===== config.mk =====
export PLATFORM = sky130hd
export DESIGN_NAME = fetch_seq_flat
export DESIGN_NICKNAME = d
export VERILOG_FILES = /design/src/rtl/fetch_seq_if.sv /design/src/rtl/fetch_seq.sv /design/src/flat_wrapper.sv
export SDC_FILE = /design/constraint.sdc
export NUM_CORES = 1
export LEC_CHECK = 0
export CAP_MARGIN = 20
export CORE_AREA = 2 2 148 150
export DETAILED_ROUTE_END_ITERATION = 10
export DIE_AREA = 0 0 150 152
export DONT_BUFFER_PORTS = 1
export GPL_TIMING_DRIVEN = 0
export PLACE_DENSITY = 0.82
export SYNTH_ARGS = -nofsm -noshare
export SYNTH_HDL_FRONTEND = slang
export SYNTH_SLANG_ARGS = --single-unit

===== constraint.sdc =====
create_clock -name clk -period 8.2 [get_ports clk]
set_input_delay 0.82 -clock clk [delete_from_list [all_inputs] [get_ports clk]]
set_output_delay 0.82 -clock clk [all_outputs]
set_load 0.005 [all_outputs]

===== src/rtl/fetch_seq_if.sv =====
// Instruction-memory request/acknowledge port of the fetch sequencer.
// The sequencer holds imem_addr stable from request until imem_ack.
interface fetch_seq_if;
    logic        imem_req;
    logic [31:0] imem_addr;
    logic        imem_ack;
    logic [31:0] imem_rdata;

    modport master (
        output imem_req,
        output imem_addr,
        input  imem_ack,
        input  imem_rdata
    );

    modport slave (
        input  imem_req,
        input  imem_addr,
        output imem_ack,
        output imem_rdata
    );
endinterface


===== src/rtl/fetch_seq.sv =====
// Instruction-fetch sequencer: PC, next-address select, imem req/ack, IF/ID register.
// Optional FETCH_ALIGN_CHK_EN: misaligned redirect targets become a flagged nop and fetch parks.
module fetch_seq #(
    parameter logic [31:0] RESET_PC = 32'h0000_3000
) (
    input  logic               clk,
    input  logic               reset_n,
    input  logic               stall_i,
    input  logic [1:0]         redirect_sel,
    input  logic [15:0]        br_imm,
    input  logic [25:0]        j_idx,
    input  logic [31:0]        rs_val,
    fetch_seq_if.master        imem,
    output logic               id_valid,
    output logic [31:0]        id_instr,
    output logic [31:0]        id_pc,
    output logic               fetch_exc
);

    localparam logic [1:0] ST_IDLE = 2'd0;
    localparam logic [1:0] ST_REQ  = 2'd1;
    localparam logic [1:0] ST_HOLD = 2'd2;

    logic [1:0]  r_state;
    logic [31:0] r_pc;
    logic        r_id_valid;
    logic [31:0] r_id_instr;
    logic [31:0] r_id_pc;
    logic [31:0] r_buf_instr;
    logic [31:0] r_buf_pc;
    logic        r_pend;
    logic [31:0] r_tgt;

    logic [31:0] w_p4;
    logic [31:0] w_br_off;
    logic [31:0] w_target;
    logic        w_ack;
    logic        w_id_free;
    logic        w_consume;
    logic        w_redir;
    logic        w_load_mem;
    logic        w_load_buf;
    logic        w_load_nop;
    logic        w_resolve;
    logic [31:0] w_resolve_tgt;
    logic        w_set_pend;
    logic        w_misalign;
    logic        w_park;

    assign w_p4     = r_id_pc + 32'd4;
    assign w_br_off = {{14{br_imm[15]}}, br_imm, 2'b00};

    always_comb begin
        w_target = w_p4;
        case (redirect_sel)
            2'b01:   w_target = w_p4 + w_br_off;
            2'b10:   w_target = {w_p4[31:28], j_idx, 2'b00};
            2'b11:   w_target = rs_val;
            default: w_target = w_p4;
        endcase
    end

    assign w_ack      = (r_state == ST_REQ) && imem.imem_ack;
    assign w_id_free  = !r_id_valid || !stall_i;
    assign w_consume  = r_id_valid && !stall_i;
    assign w_redir    = w_consume && (redirect_sel != 2'b00) && !r_pend;
    assign w_load_mem = w_ack && w_id_free;
    assign w_load_buf = (r_state == ST_HOLD) && !stall_i;

    // The delay slot is accepted at this edge (ack) or already buffered (HOLD):
    // the target can replace pc_q now. Otherwise it waits for the slot's ack.
    always_comb begin
        w_resolve     = 1'b0;
        w_resolve_tgt = w_target;
        if (w_ack && w_redir) begin
            w_resolve     = 1'b1;
            w_resolve_tgt = w_target;
        end else if (w_ack && r_pend) begin
            w_resolve     = 1'b1;
            w_resolve_tgt = r_tgt;
        end else if (w_redir && (r_state == ST_HOLD)) begin
            w_resolve     = 1'b1;
            w_resolve_tgt = w_target;
        end
    end

    assign w_set_pend = w_redir && !w_ack && (r_state != ST_HOLD);

`ifdef FETCH_ALIGN_CHK_EN
    logic r_park;
    logic r_exc_pend;
    logic r_fetch_exc;

    assign w_misalign = w_resolve && (w_resolve_tgt[1:0] != 2'b00);
    assign w_park     = r_park;
    assign w_load_nop = r_exc_pend && w_id_free;
    assign fetch_exc  = r_fetch_exc;

    always_ff @(posedge clk or negedge reset_n) begin
        if (!reset_n) begin
            r_park      <= 1'b0;
            r_exc_pend  <= 1'b0;
            r_fetch_exc <= 1'b0;
        end else begin
            if (w_misalign) begin
                r_park     <= 1'b1;
                r_exc_pend <= 1'b1;
            end else if (w_load_nop) begin
                r_exc_pend <= 1'b0;
            end
            if (w_load_mem || w_load_buf) begin
                r_fetch_exc <= 1'b0;
            end else if (w_load_nop) begin
                r_fetch_exc <= 1'b1;
            end else if (w_consume) begin
                r_fetch_exc <= 1'b0;
            end
        end
    end
`else
    assign w_misalign = 1'b0;
    assign w_park     = 1'b0;
    assign w_load_nop = 1'b0;
    assign fetch_exc  = 1'b0;
`endif

    always_ff @(posedge clk or negedge reset_n) begin
        if (!reset_n) begin
            r_state <= ST_IDLE;
        end else begin
            case (r_state)
                ST_IDLE: begin
                    if (!w_park) r_state <= ST_REQ;
                end
                ST_REQ: begin
                    if (w_ack) begin
                        if (w_misalign)      r_state <= ST_IDLE;
                        else if (!w_id_free) r_state <= ST_HOLD;
                    end
                end
                ST_HOLD: begin
                    if (!stall_i) r_state <= w_misalign ? ST_IDLE : ST_REQ;
                end
                default: r_state <= ST_IDLE;
            endcase
        end
    end

    always_ff @(posedge clk or negedge reset_n) begin
        if (!reset_n) begin
            r_pc   <= RESET_PC;
            r_pend <= 1'b0;
            r_tgt  <= '0;
        end else begin
            if (w_resolve)  r_pc <= w_resolve_tgt;
            else if (w_ack) r_pc <= r_pc + 32'd4;

            if (w_set_pend) begin
                r_pend <= 1'b1;
                r_tgt  <= w_target;
            end else if (w_ack) begin
                r_pend <= 1'b0;
            end
        end
    end

    always_ff @(posedge clk or negedge reset_n) begin
        if (!reset_n) begin
            r_buf_instr <= '0;
            r_buf_pc    <= RESET_PC;
        end else if (w_ack && !w_id_free) begin
            r_buf_instr <= imem.imem_rdata;
            r_buf_pc    <= r_pc;
        end
    end

    always_ff @(posedge clk or negedge reset_n) begin
        if (!reset_n) begin
            r_id_valid <= 1'b0;
            r_id_instr <= '0;
            r_id_pc    <= RESET_PC;
        end else if (w_load_mem) begin
            r_id_valid <= 1'b1;
            r_id_instr <= imem.imem_rdata;
            r_id_pc    <= r_pc;
        end else if (w_load_buf) begin
            r_id_valid <= 1'b1;
            r_id_instr <= r_buf_instr;
            r_id_pc    <= r_buf_pc;
        end else if (w_load_nop) begin
            r_id_valid <= 1'b1;
            r_id_instr <= '0;
            r_id_pc    <= r_pc;
        end else if (w_consume) begin
            r_id_valid <= 1'b0;
            r_id_instr <= '0;
        end
    end

    assign imem.imem_req  = (r_state == ST_REQ);
    assign imem.imem_addr = r_pc;
    assign id_valid       = r_id_valid;
    assign id_instr       = r_id_instr;
    assign id_pc          = r_id_pc;

endmodule


===== src/flat_wrapper.sv =====
// flat-port wrapper written by rule: the top's interface ports become plain ports
module fetch_seq_flat 
#(
    parameter logic [31:0] RESET_PC = 32'h0000_3000
)
  (clk, reset_n, stall_i, redirect_sel, br_imm, j_idx, rs_val, id_valid, id_instr, id_pc, fetch_exc, imem_imem_req, imem_imem_addr, imem_imem_ack, imem_imem_rdata);
  fetch_seq_if imem_i ();
  input  logic clk;
  input  logic reset_n;
  input  logic stall_i;
  input  logic [1:0] redirect_sel;
  input  logic [15:0] br_imm;
  input  logic [25:0] j_idx;
  input  logic [31:0] rs_val;
  output logic id_valid;
  output logic [31:0] id_instr;
  output logic [31:0] id_pc;
  output logic fetch_exc;
  output wire logic [$bits(imem_i.imem_req)-1:0] imem_imem_req;
  output wire logic [$bits(imem_i.imem_addr)-1:0] imem_imem_addr;
  input wire logic [$bits(imem_i.imem_ack)-1:0] imem_imem_ack;
  input wire logic [$bits(imem_i.imem_rdata)-1:0] imem_imem_rdata;
  assign imem_imem_req = imem_i.imem_req;
  assign imem_imem_addr = imem_i.imem_addr;
  assign imem_i.imem_ack = imem_imem_ack;
  assign imem_i.imem_rdata = imem_imem_rdata;
  fetch_seq #(.RESET_PC(RESET_PC)) u_core (.clk(clk), .reset_n(reset_n), .stall_i(stall_i), .redirect_sel(redirect_sel), .br_imm(br_imm), .j_idx(j_idx), .rs_val(rs_val), .imem(imem_i), .id_valid(id_valid), .id_instr(id_instr), .id_pc(id_pc), .fetch_exc(fetch_exc));
endmodule

### Yosys cells after proc, flatten, opt, wreduce, memory -nomap -nowiden

Cells that the tools add are included.

| word-level totals | value |
|---|---|
| flip-flop bits (word level) | 196 |
| bits of input ports | 112 |

| cells by class | value |
|---|---|
| add/subtract/negate cells | 3 |
| equal/unequal tests | 9 |
| multiplexer cells | 22 |
| reductions and logical operators | 25 |

Operator list:

| cell | number |
|---|---|
| 32-bit 2-to-1 mux | 9 |
| 32-bit case mux with 3 select lines | 1 |
| 32-bit by 3-bit adder with 32-bit output, second input constant | 2 |
| 32-bit adder | 1 |
| 1-bit logical AND | 12 |
| 1-bit 2-to-1 mux | 8 |
| 2-bit nonzero test | 4 |
| 2-bit == test, second input constant | 3 |
| 2-bit 2-to-1 mux | 3 |
| 2-bit inequality test, second input constant | 3 |
| 2-bit case mux with 3 select lines | 1 |
| 1-bit logical NOT | 5 |
| 2-bit by 1-bit == test with 1-bit output, second input constant | 2 |
| 3-bit AND reduction | 1 |
| 3-bit nonzero test | 1 |
| 2-bit logical NOT | 1 |
| 2-bit by 1-bit inequality test with 1-bit output, second input constant | 1 |
| 1-bit logical OR | 1 |

### Logic depth before layout (Yosys ltp)

| logic depth | value |
|---|---|
| depth after elaboration | 9 |
| mapped depth | 18 |

### Worst setup path after synthesis

OpenSTA, ideal clock, no wires.

| timing path | value |
|---|---|
| kind | register to register |
| start point | register u_core.r_id_pc[2], in the netlist u_core.id_pc[2] |
| end point | register u_core.r_tgt[31] |
| library setup time | 125 ps |
| data arrival time | 3367 ps |
| data required time | 8075 ps |
| slack | 4708 ps |
| stages on the path, launching flop included | 19 |
| buffers on the path | 2 |
| clock period less this slack | 3492 ps |
| cell sequence | dfrtp_1 -> ha_1 -> and3_1 -> buf_2 -> nand4_1 -> nor2_1 -> nand3_1 -> xnor2_1 -> ha_1 -> clkbuf_1 -> a21oi_1 -> o21a_1 -> o221ai_1 -> o21bai_1 -> a41oi_1 -> nand4_1 -> o211ai_2 -> o21ai_1 -> mux2_2 |

| between the ends | value |
|---|---|
| longest elaborated chain between the ends | 3 |

RTL lines:

| what | line | text |
|---|---|---|
| start: declaration | fetch_seq.sv:28 | `logic [31:0] r_id_pc;` |
| start signal: assignment | fetch_seq.sv:185 | `r_id_pc <= r_pc;` |
| start signal: assignment | fetch_seq.sv:189 | `r_id_pc <= r_buf_pc;` |
| start signal: assignment | fetch_seq.sv:193 | `r_id_pc <= r_pc;` |
| 32-bit by 3-bit adder with 32-bit output * | fetch_seq.sv:50 | `assign w_p4 = r_id_pc + 32'd4;` |
| 32-bit adder | fetch_seq.sv:56 | `2'b01: w_target = w_p4 + w_br_off;` |
| 32-bit case mux with 3 select lines * | fetch_seq.sv:55 | `case (redirect_sel)` |
| end signal: assignment | fetch_seq.sv:160 | `r_tgt <= w_target;` |
| end: declaration | fetch_seq.sv:32 | `logic [31:0] r_tgt;` |

Mark *: on every way between the ends. The rest lies on a longest branch, timed or not.
A chain may end at the register's enable or synchronous reset.

### Worst setup path in the final report

| timing path | value |
|---|---|
| start point | register u_core.r_id_pc[2], in the netlist u_core.id_pc[2] |
| end point | register u_core.r_tgt[27] |

The elaborated chain is that of the path after synthesis.

==> flow_summary.ini <==
[route]
drc = 0
vias_per_cell = 6.52
first_pass_iters = 9
drt_wl_total_um = 35800
vias = 9976
drt_iter0_markers = 782
drtAntennaViolNets = 0
wl_per_cell_um = 23.4

[finish]
final_area_mm2 = 0.0124
utilization_pct = 58.1
nets = 1385
n_antenna_cell = 0
drive_gt1_share_pct = 10.9
syn_to_final_growth_pct = 8.01
mostFrequentLayoutCell = dfrtp_1
final_cell_mix = dfrtp_1, nand2_1, o21ai_0

[cts]
clock_latency_ns = 0.44
clock-sinks = 196
cts_resized = 0
hold_buffers = 0
cts-root-buf = clkbuf_16
cts_max_level = 4
clockBufferDepth = 2
post_cts.repair.setup_buffers = 0
path_clk_slew_ns = 0.08
numCtsBuffers = 17
cts_tree = built

[sta]
post-route-period-util_pct = 55.8
fmax_mhz = 219
report.final.slew_viol_count = 0
hold_viol = 0
setup_viol = 0
period_needed_ns = 4.57
rsz0062_at_grt = false
timing.hold.ws_ns = 0.0727
finalSetupTns_ns = 0
fin_worst_skew_ns = 0.00896
relSlewSlack_pct = 21.0
worstMarginPinSlew_ns = 1.17

[synthesis]
ys_seq_area_share_pct = 42.8
avgSynthCellArea_um2 = 9.43
synth_edf_count = 0
synth_area_mm2 = 0.0115
synth_top_area_share_pct = 41.4
ys.flop_type = dfrtp_1
ys_async_sr_fraction_pct = 100
synthesis.nets = 1366
synth_seq_cells = 196
synth.distinct_cells = 68
ys_warn_count = 0
netlist_instances = 1218
yosys.area.top_type = dfrtp_1
synthTopCellsByArea = dfrtp_1, mux2_2, nand2_1

[global_route]
track_usage_pct = 31.4
grt_overflow_total = 0
grt_pass1_wl_um = 55300
grt_max_degree = 197
antenna_found_initial = 0
grt_pass1_vias = 9964

[setup_path]
slowest_delay_ns = 0.49
endpoint_kind = flip-flop
r2r-start = u_core.id_pc[2]
worstPathArrival_ns = 4.86
path_cells = ha_1 > and3_1 > buf_2 > nand4_1 > nor2_1 > xor2_1 > ha_1 > clkbuf_1 > a21oi_1 > o21ai_0 > a21oi_1 > a21boi_0 > o21ai_0 > xor2_1 > o21ai_0 > o21ai_0
crit_top_cell = o21ai_0
critPathBufInv = 2
r2r_cells = 16
reg2reg_slack_ns = 3.63
cp_slowest_cell = dfrtp_1
cp_data_required_time_ns = 8.49
r2r-end = u_core.r_tgt[27]
cp_top_family = compound AO/OA/AOI/OAI gates
crit_path_start_kind = flip-flop
worstSetupPathType = reg2reg
path_max_fanout = 9

[power]
swShare_pct = 42.6
ir_drop_mv = 0.182
power.density_mw_per_mm2 = 365
power.clock.fraction_pct = 17.8
power.internal_mw = 2.59
seqPwrFrac_pct = 42.9
comb_power_share_pct = 39.3
p_leak_nw = 5.47
switching_power_mw = 1.93

[floorplanning]
coreArea_mm2 = 0.0214
io_pins = 211
die_h_um = 152
dieArea_mm2 = 0.0228
die_w_um = 150
row_count = 54
start_util_pct = 53.8

[job]
maxCapViolCount = 0

[placed_design]
place_congestion = 0.977
buffer_ports.inserted = 0
dp_hpwl_um = 26800
dpl-instance-area_mm2 = 0.0118

[status]
outcome = complete, no violations

[hold_path]
hp-class = in2async
==> flip-flops by register name (all words and copies together) (netlist names) <==
| signal | count |
|---|---|
| u_core.r_tgt | 32 |
| u_core.r_state | 2 |
| u_core.id_pc | 32 |
| u_core.r_pend | 1 |
| u_core.imem.imem_addr | 32 |
| u_core.r_buf_pc | 32 |
| u_core.r_buf_instr | 32 |
| u_core.id_instr | 32 |
| u_core.id_valid | 1 |
==> cell families after synthesis <==
| logic type | after synthesis | synth area share (%) |
|---|---|---|
| AO/OA/AOI/OAI | 329 | 19.4 |
| XOR/XNOR | 57 | 4.35 |
| adder cells (fa/ha/maj) | 36 | 3.99 |
| buffers and inverters | 126 | 4.18 |
| flip-flops | 196 | 42.8 |
| multiplexers | 98 | 10.2 |
| other | 1 | 0.0327 |
| AND/OR/NAND/NOR | 375 | 15.1 |
==> metal layers <==
layer  up-vias  routed length (um)  track usage (%)  part of all wire (%)
li1       4488                   -                -                     -
met1      4850               13700             39.5                    38
met2       550               16400             49.4                    46
met3        88                4440             11.0                    12
met4         0                1200             12.8                   3.3
met5         -                   0                0                     0
==> power groups by stage <==
stage | logic (mW) | registers (mW) | clock network, mW
finish | 1.78 | 1.94 | 0.805
global route | 1.97 | 2.00 | 0.852
CTS | 1.75 | 1.93 | 0.812
detailed placement | 1.74 | 1.94 | 0
global placement | 1.68 | 1.91 | 0
floorplan | 1.36 | 1.75 | 0
==> layout make-up <==
cell class / instances / area [um^2]
fillers: 1861 / 8950
multi-input cells: 896 / 6090
flip-flops and latches: 196 / 4910
inverters: 53 / 199
well taps: 280 / 350
clock buffers: 17 / 425
clock inverters: 15 / 144
plain buffers: 73 / 282
==> stage by stage <==
stage	cells	setup slack, ns	power (mW)
final	1530	3.63	4.52
after detailed placement	1498	3.82	3.68
after floorplan	1218	4.71	3.10
after CTS	1530	3.80	4.49
after global placement	1498	3.82	3.60
after global routing	1530	3.40	4.82
==> worst max-delay path by stage <==
stage | startpoint | endpoint | slack (ns) | cells after the start
after floorplan | u_core.id_pc[2] | u_core.r_tgt[31] | 4.71 | 18
after global placement | u_core.id_pc[8] | u_core.imem.imem_addr[27] | 3.82 | 15
after detailed placement | u_core.id_pc[2] | u_core.r_tgt[27] | 3.82 | 16
after CTS | u_core.id_pc[8] | u_core.imem.imem_addr[27] | 3.80 | 15
after global routing | u_core.id_pc[2] | u_core.imem.imem_addr[27] | 3.40 | 16
final | u_core.id_pc[2] | u_core.r_tgt[27] | 3.63 | 16
==> synthesized netlist by cell type, types with 4 or more instances <==
cell type  instances
dfrtp_1          190
nand2_1          156
o21ai_0           90
mux2_2            77
nor2_1            71
clkbuf_1          61
a21oi_1           58
inv_1             53
a22oi_1           44
nand3_1           37
xnor2_1           36
ha_1              35
a222oi_1          32
and3_1            22
xor2_1            21
nor3_1            19
nand4_1           15
a31oi_1           14
mux2i_1           13
nand2b_1          12
nor2b_1           11
o211ai_1          10
a221oi_1           9
a21o_1             8
buf_1              8
o31ai_1            8
and2_1             7
mux4_2             7
o21a_1             7
a211oi_1           6
dfstp_2            6
nor3b_1            5
nor4_1             5
o311ai_0           5
o21bai_1           4
or2_2              4
No activity file was read; power rests on OpenSTA's default activity.
